### src/rtl/keyboard_keycode_rx.sv
// rtl/keyboard_keycode_rx.sv - PS/2 keyboard frame receiver with scancode-to-HID keycode decoder
module keyboard_keycode_rx #(
  parameter int FILTER_LEN     = 8,
  parameter int TIMEOUT_CYCLES = 50000
) (
  input  logic       Clk,
  input  logic       Reset,
  input  logic       ps2_clk,
  input  logic       ps2_data,
  output logic [7:0] keycode,
  output logic [7:0] scan_byte,
  output logic       scan_valid,
  output logic       frame_err
);

  localparam int FW = $clog2(FILTER_LEN + 1);
  localparam int TW = $clog2(TIMEOUT_CYCLES + 1);
  localparam logic [FW-1:0] FILT_MAX = FW'(FILTER_LEN - 1);
  localparam logic [TW-1:0] TMO_MAX  = TW'(TIMEOUT_CYCLES - 1);

  typedef enum logic [1:0] {IDLE, DATA, PARITY, STOP} state_t;

  logic          clk_s1, clk_s2, dat_s1, dat_s2;
  logic          clk_filt, clk_filt_prev;
  logic [FW-1:0] filt_cnt;
  logic          strobe;

  state_t        state, state_next;
  logic [7:0]    shift_reg, shift_next;
  logic [2:0]    bit_cnt, bit_cnt_next;
  logic          par_bit, par_next;
  logic [TW-1:0] tmo_cnt, tmo_next;
  logic          frame_good, frame_bad;

  logic          ext_flag, brk_flag;
  logic [7:0]    mapped;

  // Synchronize both PS/2 lines and debounce the clock: a level change is
  // accepted only after FILTER_LEN consecutive samples disagree with it.
  always_ff @(posedge Clk) begin
    if (Reset) begin
      clk_s1        <= 1'b1;
      clk_s2        <= 1'b1;
      dat_s1        <= 1'b1;
      dat_s2        <= 1'b1;
      clk_filt      <= 1'b1;
      clk_filt_prev <= 1'b1;
      filt_cnt      <= '0;
    end else begin
      clk_s1        <= ps2_clk;
      clk_s2        <= clk_s1;
      dat_s1        <= ps2_data;
      dat_s2        <= dat_s1;
      clk_filt_prev <= clk_filt;
      if (clk_s2 == clk_filt) begin
        filt_cnt <= '0;
      end else if (filt_cnt == FILT_MAX) begin
        clk_filt <= clk_s2;
        filt_cnt <= '0;
      end else begin
        filt_cnt <= filt_cnt + 1'b1;
      end
    end
  end

  assign strobe = clk_filt_prev & ~clk_filt;

  // Frame FSM: one transition per falling-edge strobe, plus inter-strobe timeout.
  always_comb begin
    state_next   = state;
    shift_next   = shift_reg;
    bit_cnt_next = bit_cnt;
    par_next     = par_bit;
    tmo_next     = '0;
    frame_good   = 1'b0;
    frame_bad    = 1'b0;
    if (state != IDLE && !strobe) begin
      if (tmo_cnt == TMO_MAX) begin
        frame_bad  = 1'b1;
        state_next = IDLE;
      end else begin
        tmo_next = tmo_cnt + 1'b1;
      end
    end
    if (strobe) begin
      case (state)
        IDLE: begin
          if (!dat_s2) begin
            state_next   = DATA;
            bit_cnt_next = 3'd0;
          end
        end
        DATA: begin
          shift_next   = {dat_s2, shift_reg[7:1]};
          bit_cnt_next = bit_cnt + 3'd1;
          if (bit_cnt == 3'd7) state_next = PARITY;
        end
        PARITY: begin
          par_next   = dat_s2;
          state_next = STOP;
        end
        STOP: begin
          state_next = IDLE;
          if ((^shift_reg ^ par_bit) && dat_s2) frame_good = 1'b1;
          else                                  frame_bad  = 1'b1;
        end
        default: state_next = IDLE;
      endcase
    end
  end

  // Frame state register and registered byte/pulse outputs.
  always_ff @(posedge Clk) begin
    if (Reset) begin
      state      <= IDLE;
      shift_reg  <= '0;
      bit_cnt    <= '0;
      par_bit    <= 1'b0;
      tmo_cnt    <= '0;
      scan_byte  <= '0;
      scan_valid <= 1'b0;
      frame_err  <= 1'b0;
    end else begin
      state      <= state_next;
      shift_reg  <= shift_next;
      bit_cnt    <= bit_cnt_next;
      par_bit    <= par_next;
      tmo_cnt    <= tmo_next;
      scan_valid <= frame_good;
      frame_err  <= frame_bad;
      if (frame_good) scan_byte <= shift_reg;
    end
  end

  // Scancode lookup; zero means the code is not one we report.
  always_comb begin
    mapped = 8'h00;
    case ({ext_flag, scan_byte})
      9'h01D:  mapped = 8'h1A;
      9'h01B:  mapped = 8'h16;
      9'h029:  mapped = 8'h2C;
      9'h05A:  mapped = 8'h28;
      9'h00D:  mapped = 8'h2B;
      9'h066:  mapped = 8'h2A;
      9'h175:  mapped = 8'h52;
      9'h172:  mapped = 8'h51;
      default: mapped = 8'h00;
    endcase
  end

  // Prefix tracking and held-key update, one cycle after each accepted byte.
  always_ff @(posedge Clk) begin
    if (Reset) begin
      keycode  <= '0;
      ext_flag <= 1'b0;
      brk_flag <= 1'b0;
    end else if (frame_bad) begin
      ext_flag <= 1'b0;
      brk_flag <= 1'b0;
    end else if (scan_valid) begin
      if (scan_byte == 8'hE0) begin
        ext_flag <= 1'b1;
      end else if (scan_byte == 8'hF0) begin
        brk_flag <= 1'b1;
      end else begin
        ext_flag <= 1'b0;
        brk_flag <= 1'b0;
        if (mapped != 8'h00) begin
          if (!brk_flag)             keycode <= mapped;
          else if (keycode == mapped) keycode <= 8'h00;
        end
      end
    end
  end

endmodule

### config.mk
export PLATFORM = sky130hd
export DESIGN_NAME = keyboard_keycode_rx
export DESIGN_NICKNAME = d
export VERILOG_FILES = /design/src/rtl/keyboard_keycode_rx.sv
export SDC_FILE = /design/constraint.sdc
export NUM_CORES = 1
export LEC_CHECK = 0
export CAP_MARGIN = 20
export CORE_UTILIZATION = 25
export CTS_CLUSTER_DIAMETER = 200
export DETAILED_ROUTE_END_ITERATION = 10
export GPL_ROUTABILITY_DRIVEN = 0
export PLACE_DENSITY = 0.4
export SLEW_MARGIN = 20
export SYNTH_ARGS = -nofsm -noshare
export SYNTH_HDL_FRONTEND = slang
export SYNTH_SLANG_ARGS = --single-unit
### constraint.sdc
create_clock -name Clk -period 2.25 [get_ports Clk]
set_input_delay 0.45 -clock Clk [delete_from_list [all_inputs] [get_ports Clk]]
set_output_delay 0.45 -clock Clk [all_outputs]
set_load 0.005 [all_outputs]
==> summary.md <==
| Metric | Value |
|---|---|
| Worst VDD drop | ~0.3 mV |
| Initial Util | approximately a quarter |
| Comb power frac | about 1.1% |
| Worst-Margin Slew | 490 ps |
| Register area | about 1200 um^2 |
| Clock insertion delay at the later pin of the skew report | 320 ps |
| Status | complete, no violations |
| WP buf/inv | 1 |
| Int Pwr | ~2.0 mW |
| Root Driver | clkbuf_16 |
| Endpoint class of the critical path | flip-flop |
| Endpoints failing setup | 0 |
| Relative slew margins | around 67% |
| Crit path max fanout | 8 |
| # diodes | 0 |
| Sink Count | 59 |
| Switching share of power | 19.3% |
| Synth warn | 0 |
| First-pass DRT Iterations | 4 |
| Hold Crit Depth | 1 |
| Worst EP required | between 2000 and 2500 ps |
| Startpoint types | flip-flop |
| Initial DRC Count | 93 |
| Crit-path max cell delay | roughly 400 ps |
| Filler instances | around 1,100 |
| Clock buffer depth | 2 |
| P&R area growth vs syn | 30.3% |
| Core box area | between 10,000 and 15,000 um^2 |
| Routed Antenna Nets | 0 |
| Asr flop ratio synth | 0% |
| Register share of total power | a little over two fifths |
| Primary FF master, synth | dfxtp_1 |
| Max Clock Skew | around 12 ps |
| Sequential share of the synthesized area | 41.7% |
| Max FFs per register | 16 |
| Crit path cell chain | buf_6 -> nor2b_1 -> o211a_1 -> or2_4 -> xnor2_2 -> nand4_1 -> o311a_4 -> a211o_1 |
| Psw | a little under 0.5 mW |
| Synthesized area | ~2800 um^2 |
| DP Area | roughly 3300 um^2 |
| Synth cell count leaders | dfxtp_1 (59), nor2_1 (42), nand2_1 (28) |
| Multi-input gate area | around 1600 um^2 |
| Post-layout min period | 2180 ps |
| Largest net degree at the start of global routing | 34 |
| WS Path Type | reg -> reg |
| Slowest-stage cell, CP | o311a_4 |
| Cts hold-fix bufs | 0 |
| Cell family with most CP delay | compound AO/OA/AOI/OAI gates |
| CTS clk-pin slew, worst paths | approximately 50 ps |
| Final Hold Vio Count | 0 |
| Die area | around 12,000 um^2 |
| Unrepaired setup endpoints after global routing | yes |
| CTS tree | yes |
| EDFF count, synth | 0 |
| Share of cells above drive strength 1 | 18.7% |
| Top cells by area, synth | dfxtp_1 (42%), nor2_1 (5.6%), mux2i_1 (4.9%) |
| Max_cap viols | 0 |
| Final Cycle Share | a little over nine tenths |
| Hold WC Path Type | reg -> reg |
| Drt total wl | approximately 6400 um |
| Number of CTS-inserted buffers | 9 |
| Total Power | 2.49 mW |
| FF-to-FF Start | scan_byte[1]$_SDFFE_PP0P_ |
| Vias | around 2,300 |
| Clk pwr share | about 57% |
| Min-delay src | dat_s1$_SDFF_PP1_ |
| Average cell area after synthesis | approximately 9.1 um^2 |
| Site row count | 38 |
| Ports | 22 |
| Leakage power | roughly 1.6 nW |
| R2r setup slk | about 66 ps |
| Cell count after synthesis | a little over 300 |
| CP arrival | roughly 2400 ps |
| Register-to-Register Path Depth | 8 |
| First-pass GRT wire length | 10,700 um |
| Die Y | between 100 and 150 um |
| Routed wire length per instance | between 10 and 15 um |
| DRC | 0 |
| Reg-to-reg endpoint | keycode[2]$_SDFFE_PP0P_ |
| Fin. max-slew vios | 0 |
| Vias in the first global route | roughly 2,200 |
| Most numerous cell in the Yosys netlist | dfxtp_1 |
| # port buffers | 20 |
| Grt ovf | 0 |
| Synth unique cells | 54 |
| GRT Total Usage | a little under an eighth |
| PwrDens | approximately 680 nW/um^2 |
| H-tree depth | 3 |
| Synth area leader | dfxtp_1 |
| Syn nets | between 300 and 400 |
| Seq cells post-synth | just under 60 |
| Vias per cell | between 4 and 5 |
| Final HPWL DP | ~4400 um |
| Post-layout nets | between 300 and 400 |
| Final Cell Area | approximately 3700 um^2 |
| Top-area cell type share of the netlist area | between 40% and 50% |
| Hold path endpoint | dat_s2$_SDFF_PP1_ |
| DIE WIDTH | about 110 um |
| Fmax achieved | 458 MHz |
| Initial antenna violation count | 0 |
[metal layers]
| metal | up-vias | track usage [%] | routed length [um] |
|---|---|---|---|
| met3 | 8 | 2.89 | 228 |
| met1 | 1050 | 15.6 | 3270 |
| met5 | - | 0 | 0 |
| li1 | 1170 | - | - |
| met2 | 41 | 17.9 | 2770 |
| met4 | 0 | 5.98 | 88 |
[power groups by stage]
stage / Combinational (mW) / Sequential [mW] / Clock (mW)
6_report: 0.0284 / 1.05 / 1.41
5_1_grt: 0.0321 / 1.05 / 1.51
4_1_cts: 0.0294 / 1.05 / 1.45
3_5_place_dp: 0.0292 / 1.07 / 0
3_3_place_gp: 0.0294 / 1.07 / 0
2_1_floorplan: 0.0182 / 1.07 / 0
[metrics by stage]
stage | hold WS (ps) | setup TNS [ps] | utilization, % | cells | worst slack, ps
finish | 406 | 0 | 33.8 | 498 | 66.3
global route | 416 | -14.3 | 33.8 | 498 | -14.3
CTS | 406 | 0 | 33.3 | 496 | 0.0371
detailed placement | 394 | -59.3 | 30.1 | 478 | -18.5
global placement | 395 | -41.5 | 30.1 | 478 | -12.4
floorplan | 389 | 0 | - | 311 | 146
[placed cells by master, fill, tap and decap left out, drive strengths merged, types with 7 or more instances in the layout]
cell type / synthesis / layout
dfxtp: 59 / 59
nor2: 43 / 43
nand2: 28 / 28
buf: 4 / 26
clkdlybuf4s50: 0 / 20
mux2i: 14 / 14
xnor2: 14 / 14
a21oi: 13 / 13
xor2: 10 / 10
clkbuf: 9 / 9
o21ai: 9 / 9
nand3: 8 / 8
inv: 8 / 8
nor3b: 8 / 8
and3: 7 / 7
or2: 7 / 7
[cell type report]
cell class	count	area share, %
multi-input cells	231	43.0
clock inverters	5	2.17
well taps	140	4.75
inverters	8	0.814
clock buffers	9	6.10
flip-flops and latches	59	32.3
repair buffers	46	10.8
[worst max-delay path by stage]
stage	cells after the start	endpoint	startpoint	slack, ps
2_1_floorplan	8	keycode[0]$_SDFFE_PP0P_	scan_byte[1]$_SDFFE_PP0P_	150
3_3_place_gp	8	keycode[6]$_SDFFE_PP0P_	scan_byte[0]$_SDFFE_PP0P_	-10
3_5_place_dp	7	keycode[0]$_SDFFE_PP0P_	shift_reg[6]$_SDFFE_PP0P_	-20
4_1_cts	7	keycode[0]$_SDFFE_PP0P_	shift_reg[1]$_SDFFE_PP0P_	0.04
5_1_grt	8	keycode[2]$_SDFFE_PP0P_	scan_byte[1]$_SDFFE_PP0P_	-10
6_report	8	keycode[2]$_SDFFE_PP0P_	scan_byte[1]$_SDFFE_PP0P_	70
[logic make-up after synthesis]
| logic type | count (synthesis) | share of synthesized area, % |
|---|---|---|
| adder cells (fa/ha/maj) | 4 | 1.77 |
| multiplexers | 14 | 4.95 |
| buffers and inverters | 21 | 3.49 |
| AO/OA/AOI/OAI | 48 | 12.6 |
| AND/OR/NAND/NOR | 138 | 26.3 |
| flip-flops | 59 | 41.7 |
| XOR/XNOR | 26 | 9.01 |
| other | 1 | 0.132 |
[what timing repair did]
action                                  4_1_cts  5_1_grt
endpoints found under the setup margin        4        7
cloned                                        0        0
resized for setup                             8       11
setup buffers                                 4        2
pin swaps                                     4       12
No activity file was read; power rests on OpenSTA's default activity.
